[src/rtl/registro_entrada_pkg.sv]
// Shared constants for the entry path: game-state encodings, field width and value limits.
// The controller and the entry-clear generator decode estadoJogo with the same constants.
package registro_entrada_pkg;

    localparam int unsigned FIELD_W     = 4;
    localparam int unsigned VAL_MIN_DEF = 1;
    localparam int unsigned VAL_MAX_DEF = 9;

    localparam logic [2:0] recebeLinha  = 3'b000;
    localparam logic [2:0] recebeColuna = 3'b001;
    localparam logic [2:0] verificaPos  = 3'b010;
    localparam logic [2:0] recebeValor  = 3'b011;
    localparam logic [2:0] verificaJogo = 3'b100;
    localparam logic [2:0] fimJogo      = 3'b101;

    function automatic logic in_range(input logic [FIELD_W-1:0] v,
                                      input logic [FIELD_W-1:0] lo,
                                      input logic [FIELD_W-1:0] hi);
        return (v >= lo) && (v <= hi);
    endfunction

endpackage

[src/rtl/debounce_botao.sv]
// Synchronizes and debounces an active-low pushbutton; emits a one-cycle registered pulse
// when the debounced level falls (press). Releases produce no pulse.
module debounce_botao #(
    parameter int unsigned DEBOUNCE_CYCLES = 500000
) (
    input  logic clk,
    input  logic reset,
    input  logic key_n_i,
    output logic pressiona_o
);

    localparam int unsigned     CntW    = $clog2(DEBOUNCE_CYCLES + 1);
    localparam logic [CntW-1:0] CntLast = CntW'(DEBOUNCE_CYCLES - 1);

    logic            key_s1_q, key_s2_q;
    logic            stable_q, stable_d;
    logic [CntW-1:0] cnt_q, cnt_d;
    logic [1:0]      vld_q, vld_d;
    logic            armed_q, armed_d;
    logic            press_q, press_d;

    always_comb begin
        cnt_d    = '0;
        stable_d = stable_q;
        press_d  = 1'b0;
        vld_d    = {vld_q[0], 1'b1};
        // A key already held when reset releases must be seen released before it can press.
        armed_d  = armed_q | (vld_q[1] & key_s2_q & stable_q);
        if (key_s2_q != stable_q) begin
            if (cnt_q == CntLast) begin
                stable_d = key_s2_q;
                press_d  = stable_q & armed_q;
            end else begin
                cnt_d = cnt_q + 1'b1;
            end
        end
    end

    always_ff @(posedge clk) begin
        if (reset) begin
            key_s1_q <= 1'b1;
            key_s2_q <= 1'b1;
            stable_q <= 1'b1;
            cnt_q    <= '0;
            vld_q    <= '0;
            armed_q  <= 1'b0;
            press_q  <= 1'b0;
        end else begin
            key_s1_q <= key_n_i;
            key_s2_q <= key_s1_q;
            stable_q <= stable_d;
            cnt_q    <= cnt_d;
            vld_q    <= vld_d;
            armed_q  <= armed_d;
            press_q  <= press_d;
        end
    end

    assign pressiona_o = press_q;

endmodule

[src/rtl/registro_entrada.sv]
// Captures row, column and value from the switches, one field per confirmed key press,
// steered by the game state; pulses confirma on accepted entries and erro on out-of-range ones.
module registro_entrada
    import registro_entrada_pkg::*;
#(
    parameter int unsigned DEBOUNCE_CYCLES = 500000,
    parameter int unsigned VAL_MIN         = VAL_MIN_DEF,
    parameter int unsigned VAL_MAX         = VAL_MAX_DEF
) (
    input  logic               clk,
    input  logic               reset,
    input  logic               keyConfirma,
    input  logic [FIELD_W-1:0] switches,
    input  logic [2:0]         estadoJogo,
    input  logic               limpaEntrada,
    output logic [FIELD_W-1:0] linha,
    output logic [FIELD_W-1:0] coluna,
    output logic [FIELD_W-1:0] valor,
    output logic               linhaValida,
    output logic               colunaValida,
    output logic               valorValido,
    output logic               confirma,
    output logic               erro
);

    localparam logic [FIELD_W-1:0] MinF = FIELD_W'(VAL_MIN);
    localparam logic [FIELD_W-1:0] MaxF = FIELD_W'(VAL_MAX);

    logic               pressiona;
    logic [FIELD_W-1:0] sw_s1_q, sw_s2_q;
    logic [FIELD_W-1:0] linha_q, linha_d, coluna_q, coluna_d, valor_q, valor_d;
    logic               lv_q, lv_d, cv_q, cv_d, vv_q, vv_d;
    logic               confirma_q, confirma_d, erro_q, erro_d;
    logic               ok;

    debounce_botao #(
        .DEBOUNCE_CYCLES(DEBOUNCE_CYCLES)
    ) u_debounce (
        .clk        (clk),
        .reset      (reset),
        .key_n_i    (keyConfirma),
        .pressiona_o(pressiona)
    );

    assign ok = in_range(sw_s2_q, MinF, MaxF);

    always_comb begin
        linha_d    = linha_q;
        coluna_d   = coluna_q;
        valor_d    = valor_q;
        lv_d       = lv_q;
        cv_d       = cv_q;
        vv_d       = vv_q;
        confirma_d = 1'b0;
        erro_d     = 1'b0;
        // Clear wins over a simultaneous press; that press is dropped.
        if (limpaEntrada) begin
            linha_d  = '0;
            coluna_d = '0;
            valor_d  = '0;
            lv_d     = 1'b0;
            cv_d     = 1'b0;
            vv_d     = 1'b0;
        end else if (pressiona) begin
            case (estadoJogo)
                recebeLinha: begin
                    if (ok) begin
                        linha_d = sw_s2_q;
                        lv_d    = 1'b1;
                    end
                    confirma_d = ok;
                    erro_d     = !ok;
                end
                recebeColuna: begin
                    if (ok) begin
                        coluna_d = sw_s2_q;
                        cv_d     = 1'b1;
                    end
                    confirma_d = ok;
                    erro_d     = !ok;
                end
                recebeValor: begin
                    if (ok) begin
                        valor_d = sw_s2_q;
                        vv_d    = 1'b1;
                    end
                    confirma_d = ok;
                    erro_d     = !ok;
                end
                default: ;
            endcase
        end
    end

    always_ff @(posedge clk) begin
        if (reset) begin
            sw_s1_q    <= '0;
            sw_s2_q    <= '0;
            linha_q    <= '0;
            coluna_q   <= '0;
            valor_q    <= '0;
            lv_q       <= 1'b0;
            cv_q       <= 1'b0;
            vv_q       <= 1'b0;
            confirma_q <= 1'b0;
            erro_q     <= 1'b0;
        end else begin
            sw_s1_q    <= switches;
            sw_s2_q    <= sw_s1_q;
            linha_q    <= linha_d;
            coluna_q   <= coluna_d;
            valor_q    <= valor_d;
            lv_q       <= lv_d;
            cv_q       <= cv_d;
            vv_q       <= vv_d;
            confirma_q <= confirma_d;
            erro_q     <= erro_d;
        end
    end

    assign linha        = linha_q;
    assign coluna       = coluna_q;
    assign valor        = valor_q;
    assign linhaValida  = lv_q;
    assign colunaValida = cv_q;
    assign valorValido  = vv_q;
    assign confirma     = confirma_q;
    assign erro         = erro_q;

endmodule

[config.mk]
export PLATFORM = sky130hd
export DESIGN_NAME = registro_entrada
export DESIGN_NICKNAME = d
export VERILOG_FILES = /design/src/rtl/registro_entrada_pkg.sv /design/src/rtl/debounce_botao.sv /design/src/rtl/registro_entrada.sv
export SDC_FILE = /design/constraint.sdc
export NUM_CORES = 1
export LEC_CHECK = 0
export BUFFER_PORTS_ARGS = -buffer_cell sky130_fd_sc_hd__buf_2
export CAP_MARGIN = 30
export CORE_MARGIN = 3
export CORE_UTILIZATION = 40
export CTS_BUF_LIST = sky130_fd_sc_hd__clkbuf_16
export DETAILED_ROUTE_END_ITERATION = 8
export PLACE_DENSITY = 0.57
export SYNTH_ARGS = -nofsm -noshare
export SYNTH_HDL_FRONTEND = slang
export SYNTH_SLANG_ARGS = --single-unit
[constraint.sdc]
create_clock -name clk -period 4 [get_ports clk]
set_clock_uncertainty 0.1 [all_clocks]
set_input_delay 0.2 -clock clk [delete_from_list [all_inputs] [get_ports clk]]
set_output_delay 0.2 -clock clk [all_outputs]
set_load 0.02 [all_outputs]
==> out/metrics.yaml <==
core-area_um2: 4530
max-cap-violations: 0
maxSlewHeadroom: 0.552
synth-edff-count: 0
worst_pin_slew_ns: 0.668
dr.first_iter.drc_count: 94
first_pass_iters: 4
setup_viol: 0
dp.cells: 281
cts-root-buf: "clkbuf_16"
fin_util: 0.510
ys_seq_area_frac: 0.523
finalSetupTns_ns: 0
portBuffers: 27
hp-start: "switches[0]"
start_util: 0.431
criticalPathCategory: "flip-flop to flip-flop"
gp_congestion: 0.767
track_usage: 0.146
wire_per_inst_um: 13.0
pin_count: 28
r2r_slack_ns: 1.62
crit_path_end_kind: "flip-flop"
power_density_nw_per_um2: 446
slowest_stage: "or4_4"
cts.clk_slew.worst_paths_ns: 0.07
grt_pass1_vias: 1335
crit_path_max_incr_delay_ns: 0.59
nets: 236
viasPerCell: 5.05
dieHeight_um: 75.9
syn_nets: 209
syn_to_final_growth_pct: 18.3
n_antenna_cell: 0
cts_tree: "done"
ys_ff_latch: 51
syn_avg_cell_area_um2: 9.91
ir_drop_v: 0.000266
r2r_cells: 4
h-tree-depth: 2
row_count: 24
hpwl_um: 2650
outcome: "completed"
die_x_um: 75.9
drc: 0
path_max_fanout: 19
cts_buffers: 5
cp_cell_sequence: "or4b_1 > or4_4 > o211ai_4 > nor2_1"
max_freq_mhz: 421
antenna_found_initial: 0
grt_pass1_wl_um: 6220
required_ns: 4.05
synth_area_um2: 1950
rsz0062_at_grt: "false"
yosysUniqueCellTypes: 34
hold_violations: 0
clk_latency_ns: 0.29
r2r_end: "u_debounce.cnt_q[10]"
die-area_um2: 5760
synth_top_flop_cell: "dfxtp_1"
p_leak_nw: 0.952
crit_arrival_ns: 2.43
ctsLongestPathBuffers: 2
drv_slew: 0
period_share: 0.594
routed_wl_um: 3760
hp-class: "primary input to flip-flop"
instances_no_fill: 290
r2r-start: "u_debounce.cnt_q[11]"
detail-route-antenna-nets: 0
cp-start-kind: "flip-flop"
overflow: 0
grt_max_degree: 20
syn-instance-count: 197
cts.sinks: 51
synth_warnings: 0
ys_async_sr_fraction: 0
drive_above_1_share: 0.231
whs_path_depth: 2
min_to: "sw_s1_q[0]"
vias: 1464
min_period_ns: 2.38
final cells by class:
| type | count | area (um^2) |
|---|---|---|
| clock buffers | 5 | 125 |
| clock inverters | 3 | 47.5 |
| fillers | 428 | 2220 |
| inverters | 6 | 22.5 |
| multi-input cells | 132 | 868 |
| flip-flops and latches | 51 | 1020 |
| well taps | 65 | 81.3 |
| repair buffers | 28 | 145 |
cell families (layout without fill, tap and decap cells):
group / after synthesis / in the layout / synth area share
AO/OA/AOI/OAI: 19 / 19 / 0.0628
buffers and inverters: 14 / 42 / 0.0327
XOR/XNOR: 13 / 13 / 0.0583
multiplexers: 12 / 12 / 0.0615
adder cells (fa/ha/maj): 1 / 1 / 0.00641
AND/OR/NAND/NOR: 87 / 87 / 0.256
flip-flops: 51 / 51 / 0.523
sequential cells by signal (all words and copies together) (netlist names), 2 cells and up:
signal / count
u_debounce.cnt_q: 19
u_debounce.vld_q: 2
linha: 4
coluna: 4
sw_s2_q: 4
sw_s1_q: 4
valor: 4
worst max path at each step:
stage / startpoint / end / slack (ns)
floorplan: u_debounce.cnt_q[11] / u_debounce.cnt_q[14] / 1.90
global placement: u_debounce.cnt_q[5] / u_debounce.cnt_q[9] / 1.69
detailed placement: u_debounce.cnt_q[8] / u_debounce.cnt_q[10] / 1.63
CTS: u_debounce.cnt_q[11] / u_debounce.cnt_q[10] / 1.61
global route: u_debounce.cnt_q[11] / u_debounce.cnt_q[10] / 1.51
finish: u_debounce.cnt_q[11] / u_debounce.cnt_q[10] / 1.62
through the flow:
| step | worst slack, ns | hold slack (ns) | cell area [um^2] | power, mW |
|---|---|---|---|---|
| 5_1_grt | 1.51 | 0.0199 | 2310 | 1.07 |
| 3_5_place_dp | 1.63 | 0.288 | 2130 | 0.553 |
| 4_1_cts | 1.61 | 0.00972 | 2310 | 1.04 |
| 6_report | 1.62 | 0.0158 | 2310 | 1.03 |
| 3_3_place_gp | 1.69 | 0.283 | 2130 | 0.552 |
| 2_1_floorplan | 1.90 | 0.172 | 1950 | 0.545 |
worst max-delay path: cells and delay by family, from the launching register on:
family             cells  cell delay (ns)
DFF                    1             0.34
and+or+nand+nor        3             1.23
AOI/OAI and AO/OA      1             0.57
power breakdown:
group / switching [mW] / internal (mW) / leakage (nW)
combinational: 0.0131 / 0.0107 / 0.454
sequential: 0.00397 / 0.514 / 0.414
clock: 0.190 / 0.298 / 0.0844
total: 0.207 / 0.823 / 0.952
synth_stat cells (2+ instances only):
cell / count / share of area
nor2_2: 10 / 0.032
o31ai_1: 3 / 0.012
clkbuf_1: 7 / 0.013
or4b_1: 2 / 0.010
nor2b_1: 11 / 0.035
or2_2: 3 / 0.0096
and3_1: 2 / 0.0064
inv_1: 6 / 0.012
nand4_1: 7 / 0.022
nor2_1: 20 / 0.038
nand2_1: 8 / 0.015
a21oi_1: 9 / 0.023
and4_1: 4 / 0.018
or3_1: 2 / 0.0064
o21ai_0: 3 / 0.0077
nand3_1: 7 / 0.018
xnor2_1: 2 / 0.0090
dfxtp_1: 51 / 0.52
xor2_1: 11 / 0.049
or4_1: 4 / 0.015
mux2i_1: 12 / 0.062
timing repair:
action | in CTS | in global routing
setup buffers | 0 | 0
hold buffers | 1 | 0
resized for setup | 0 | 0
hold endpoints to repair | 1 | 0
layout by cell type, fill, tap and decap left out, types with 2 or more instances in the layout:
cell	Yosys	layout
a21oi_1	9	9
and3_1	2	2
and4_1	4	4
buf_2	0	27
clkbuf_16	0	5
dfxtp_1	51	51
inv_1	6	6
mux2i_1	12	12
nand2_1	8	8
nand3_1	7	7
nand4_1	7	7
nor2_1	20	20
nor2_2	10	10
nor2b_1	11	11
o21ai_0	3	3
o31ai_1	3	3
or2_2	3	3
or3_1	2	2
or4_1	4	4
or4b_1	2	2
xnor2_1	2	2
xor2_1	11	11
routing by layer:
layer  track usage  wire [um]  part of all wire  vias to the layer above
li1              -          -                 -                      733
met1         0.183       1760              0.47                      688
met2         0.234       1750              0.46                       36
met3        0.0435        191             0.051                        7
met4        0.0583         63             0.017                        0
met5             0          0                 0                        -
No activity file was read; power rests on OpenSTA's default activity.
